$ cat src/rtl/mmu_pkg.sv
// Shared constants for the MMU register file: address map,
// MMUSR bit positions and reset values.
package mmu_pkg;

   localparam logic [3:0] MMU_ADDR_CRP   = 4'd0;
   localparam logic [3:0] MMU_ADDR_SRP   = 4'd1;
   localparam logic [3:0] MMU_ADDR_TC    = 4'd2;
   localparam logic [3:0] MMU_ADDR_TT0   = 4'd3;
   localparam logic [3:0] MMU_ADDR_TT1   = 4'd4;
   localparam logic [3:0] MMU_ADDR_MMUSR = 4'd5;

   // MMUSR status bits as reported by the table walker
   localparam int MMUSR_B    = 15;
   localparam int MMUSR_L    = 14;
   localparam int MMUSR_S    = 13;
   localparam int MMUSR_W    = 11;
   localparam int MMUSR_I    = 10;
   localparam int MMUSR_M    = 9;
   localparam int MMUSR_T    = 6;
   localparam int MMUSR_N_LO = 0;
   localparam int MMUSR_N_HI = 2;

   localparam logic [31:0] MMU_RST_REG   = 32'h0000_0000;
   localparam logic [15:0] MMU_RST_MMUSR = 16'h0000;

endpackage

$ cat src/rtl/mmu_regs.sv
// MMU control/status register file (CRP, SRP, TC, TT0/1, MMUSR).
// Define MMU_REGS_TT_EN to implement the TT0/TT1 registers.
module mmu_regs
   import mmu_pkg::*;
#(
   parameter int VA_WIDTH = 32,
   parameter int PA_WIDTH = 32
) (
   input  logic                clk,
   input  logic                rst,
   input  logic                wr_en,
   input  logic                rd_en,
   input  logic [3:0]          addr,
   input  logic [31:0]         wr_data,
   output logic [31:0]         rd_data,
   input  logic [15:0]         mmusr_set,
   output logic [PA_WIDTH-1:0] crp,
   output logic [PA_WIDTH-1:0] srp,
   output logic [31:0]         tc,
   output logic [31:0]         tt0,
   output logic [31:0]         tt1,
   output logic [15:0]         mmusr
);

   if (VA_WIDTH > 32 || PA_WIDTH > 32) begin : g_bad_cfg
      $error("mmu_regs: VA_WIDTH and PA_WIDTH must be <= 32");
   end

   logic [PA_WIDTH-1:0] crp_q, crp_d;
   logic [PA_WIDTH-1:0] srp_q, srp_d;
   logic [31:0]         tc_q, tc_d;
   logic [15:0]         mmusr_q, mmusr_d;
   logic [31:0]         rd_data_q, rd_data_d;

   logic wr_crp, wr_srp, wr_tc, wr_sr;

   assign wr_crp = wr_en && (addr == MMU_ADDR_CRP);
   assign wr_srp = wr_en && (addr == MMU_ADDR_SRP);
   assign wr_tc  = wr_en && (addr == MMU_ADDR_TC);
   assign wr_sr  = wr_en && (addr == MMU_ADDR_MMUSR);

   always_comb begin
      crp_d = wr_crp ? wr_data[PA_WIDTH-1:0] : crp_q;
      srp_d = wr_srp ? wr_data[PA_WIDTH-1:0] : srp_q;
      tc_d  = wr_tc  ? wr_data : tc_q;
      // hardware-set bits win over a same-cycle software clear
      mmusr_d = (wr_sr ? wr_data[15:0] : mmusr_q) | mmusr_set;
   end

`ifdef MMU_REGS_TT_EN
   logic [31:0] tt0_q, tt0_d;
   logic [31:0] tt1_q, tt1_d;

   always_comb begin
      tt0_d = (wr_en && addr == MMU_ADDR_TT0) ? wr_data : tt0_q;
      tt1_d = (wr_en && addr == MMU_ADDR_TT1) ? wr_data : tt1_q;
   end

   always_ff @(posedge clk) begin
      if (rst) begin
         tt0_q <= MMU_RST_REG;
         tt1_q <= MMU_RST_REG;
      end else begin
         tt0_q <= tt0_d;
         tt1_q <= tt1_d;
      end
   end

   assign tt0 = tt0_q;
   assign tt1 = tt1_q;
`else
   assign tt0 = '0;
   assign tt1 = '0;
`endif

   // read mux samples pre-write values
   always_comb begin
      rd_data_d = rd_data_q;
      if (rd_en) begin
         unique case (addr)
            MMU_ADDR_CRP:   rd_data_d = 32'(crp_q);
            MMU_ADDR_SRP:   rd_data_d = 32'(srp_q);
            MMU_ADDR_TC:    rd_data_d = tc_q;
`ifdef MMU_REGS_TT_EN
            MMU_ADDR_TT0:   rd_data_d = tt0_q;
            MMU_ADDR_TT1:   rd_data_d = tt1_q;
`endif
            MMU_ADDR_MMUSR: rd_data_d = {16'h0000, mmusr_q};
            default:        rd_data_d = '0;
         endcase
      end
   end

   always_ff @(posedge clk) begin
      if (rst) begin
         crp_q     <= MMU_RST_REG[PA_WIDTH-1:0];
         srp_q     <= MMU_RST_REG[PA_WIDTH-1:0];
         tc_q      <= MMU_RST_REG;
         mmusr_q   <= MMU_RST_MMUSR;
         rd_data_q <= MMU_RST_REG;
      end else begin
         crp_q     <= crp_d;
         srp_q     <= srp_d;
         tc_q      <= tc_d;
         mmusr_q   <= mmusr_d;
         rd_data_q <= rd_data_d;
      end
   end

   assign crp     = crp_q;
   assign srp     = srp_q;
   assign tc      = tc_q;
   assign mmusr   = mmusr_q;
   assign rd_data = rd_data_q;

endmodule

$ cat config.mk
export PLATFORM = sky130hd
export DESIGN_NAME = mmu_regs
export DESIGN_NICKNAME = d
export VERILOG_FILES = /design/src/rtl/mmu_pkg.sv /design/src/rtl/mmu_regs.sv
export SDC_FILE = /design/constraint.sdc
export NUM_CORES = 1
export LEC_CHECK = 0
export BUFFER_PORTS_ARGS = -buffer_cell sky130_fd_sc_hd__buf_2
export CORE_MARGIN = 8
export CORE_UTILIZATION = 49
export DETAILED_ROUTE_END_ITERATION = 10
export PLACE_DENSITY = 0.84
export SYNTH_ARGS = -nofsm -noshare
export SYNTH_HDL_FRONTEND = slang
export SYNTH_SLANG_ARGS = --single-unit
export TNS_END_PERCENT = 5
$ cat constraint.sdc
create_clock -name clk -period 1.9 [get_ports clk]
set_input_delay 0.38 -clock clk [delete_from_list [all_inputs] [get_ports clk]]
set_output_delay 0.38 -clock clk [all_outputs]
set_load 0.05 [all_outputs]
==> impl_metrics.toml <==
[clock_tree]
insertion_delay_ns = 0.42
hold_buffers = 0
clockBufferDepth = 2
clock-root-buffer = "clkbuf_16"
cts_made_buffers = 17
cts_resized = 0
cts_tree = "built"
cts_sinks = 144
cts_setup_buffers = 0
cts.clk_slew.worst_paths_ns = 0.06
h-tree-depth = 4

[die]
die_area_mm2 = 0.0182
core-area_mm2 = 0.0138
initial_core_util_pct = 50.1
die_h_um = 135
die_w_um = 135
core.rowCount = 43
io_pins = 264

[pwr]
switching_share_pct = 27.6
pwr-share-comb_pct = 13.5
p_switching_mw = 2.15
p_clk_share_pct = 46.5
power_mw = 7.78
seqPwrFrac_pct = 40.0
p_per_area_mw_per_mm2 = 895
leakage_nw = 3.89
internal_power_mw = 5.64
vdd_drop_max_uv = 631

[placement]
dp_hpwl_um = 15600
portBuffers = 199
place_congestion = 0.810
place_ws_ns = 0.118

[yosys]
ys_warn_count = 0
syn_inst = 752
synthMuxAreaShare_pct = 14.6
synth-simple-area-share_pct = 16.0
synth_top_family_by_area = "compound AO/OA/AOI/OAI gates"
synth_compound_area_share_pct = 16.8
syn_avg_cell_area_um2 = 9.21
syn_area_mm2 = 0.00692
synth_cell_types = 28
synthXorXnorAreaFrac_pct = 0
ys_seq_area_share_pct = 41.6
synth_fa_ha_area_share_pct = 0
synth-seq-cells = 144

[setup_path]
cp_num_buf_inv = 1
start_kind = "register"
endpoint_kind = "output pin"
crit_arrival_ns = 1.10
critical-path-slowest-cell = "dfxtp_1"
slowest_delay_ns = 0.40
cp_max_fo = 3
cp_top_family = "flip-flops"
path_cells = "buf_2"
required_ns = 1.52
crit_type = "reg2out"

[global_routing]
grt_overflow_total = 0
grt_use_total_pct = 23.5
grt_antenna_before_repair = 2
grt_start_max_net_pins = 57
grt_pass1_vias = 6373
grt_pass1_wl_um = 33800

[sta]
rsz0062_at_grt = "no"
fin_setup_tns_ns = 0
timing.final.crit_period_ns = 1.48
final_max_slew_viol_count = 0
setup_viol = 0
final.setup.worst_slack_ns = 0.415
clock_skew_ns = 0.00683
whs_ns = 0.235
clock.fmax_ghz = 0.673
fin_crit_sh_pct = 78.2
finalHoldViolCount = 0

[routing]
avgViaCountPerCell = 5.52
drtPass1Iterations = 6
wl_per_cell_um = 19.4
vias = 6270
first_iter_violations = 422
routed_wl_um = 22000
drc = 0
antenna_left = 0

[final_layout]
syn_to_final_growth_pct = 25.5
drive_gt1_share_pct = 32.4
nets = 998
layout_common_cells = "buf_2, dfxtp_1, nand2b_1"
final_common_cell = "buf_2"

[run]
cap_violations = 0

[hold_path]
hold_class = "in2reg"

[outcome]
status = "completed"
==> sequential cells by signal, summed over array words and instances, names as in the netlist <==
signal / count
crp: 32
rd_data: 32
srp: 32
tc: 32
mmusr: 16
==> cell usage after synthesis <==
| master | instances | area share, % |
|---|---|---|
| dfxtp_1 | 144 | 42 |
| nand2b_1 | 97 | 8.8 |
| buf_4 | 68 | 7.4 |
| mux2i_1 | 65 | 9.4 |
| a21oi_1 | 64 | 4.6 |
| a211oi_1 | 48 | 5.2 |
| clkbuf_1 | 45 | 2.4 |
| o21ai_0 | 44 | 3.2 |
| a22oi_1 | 32 | 3.5 |
| mux2_2 | 32 | 5.2 |
| nand3_1 | 32 | 2.3 |
| nor2b_1 | 18 | 1.6 |
| nor2_1 | 17 | 0.92 |
| nand2_1 | 16 | 0.87 |
| buf_2 | 12 | 0.87 |
| o21ai_1 | 4 | 0.29 |
| nand3b_1 | 2 | 0.22 |
| nor3b_2 | 2 | 0.36 |
| and2_1 | 1 | 0.090 |
| buf_1 | 1 | 0.054 |
| buf_6 | 1 | 0.16 |
| conb_1 | 1 | 0.054 |
| nor3_1 | 1 | 0.072 |
| nor3_2 | 1 | 0.14 |
| nor4b_2 | 1 | 0.22 |
| nor4bb_1 | 1 | 0.14 |
| or3_4 | 1 | 0.16 |
| or3b_1 | 1 | 0.13 |
==> path summary, 6_finish.rpt <==
path                     from           to  slack [ns]  depth (start not counted)
setup / recovery    mmusr[15]    mmusr[15]        0.42                          1
hold / removal    wr_data[18]      srp[18]        0.24                          3
setup reg to reg      crp[30]  rd_data[30]        0.84                          3
hold reg to reg   rd_data[27]  rd_data[27]        0.45                          2
==> tightest hold or removal path: stages <==
cell and delay [ns]:
buf_2 0.11, nand3_1 0.06, a21oi_1 0.05
==> power groups by stage <==
stage	Clock, mW	Sequential (mW)	Combinational (mW)
3_5_place_dp	0	3.18	1.04
4_1_cts	3.67	3.11	1.04
6_report	3.61	3.12	1.05
2_1_floorplan	0	3.36	0.670
3_3_place_gp	0	3.18	1.03
5_1_grt	3.79	3.12	1.10
==> through the flow <==
step | cell area [um2] | instances | util, %
after floorplan | 7160 | 815 | -
after global placement | 8040 | 1103 | 58.2
after detailed placement | 8040 | 1103 | 58.2
after CTS | 8690 | 1135 | 62.8
after global routing | 8690 | 1136 | 62.8
final | 8690 | 1136 | 62.8
==> cell families (layout without fill, tap and decap cells) <==
family,after synthesis,in the layout
mux,97,97
flops,144,144
simple gates,191,191
compound gates,192,192
buf+inv,127,267
other cells,1,65
==> final cells by class <==
cell class	count	area [um2]
Fill cell	1177	5140
Multi-Input combinational cell	544	3580
Sequential cell	144	2880
Timing Repair Buffer	235	1360
Clock buffer	20	467
Tap cell	180	225
Clock inverter	12	179
Antenna cell	1	2.50
==> layer usage <==
metal | global-route usage (%) | part of all wire, %
met1 | 26.6 | 39
met2 | 40.8 | 50
met3 | 6.35 | 8.7
met4 | 9.67 | 2.3
met5 | 0 | 0.055
Power figures use the tool's default switching activity.
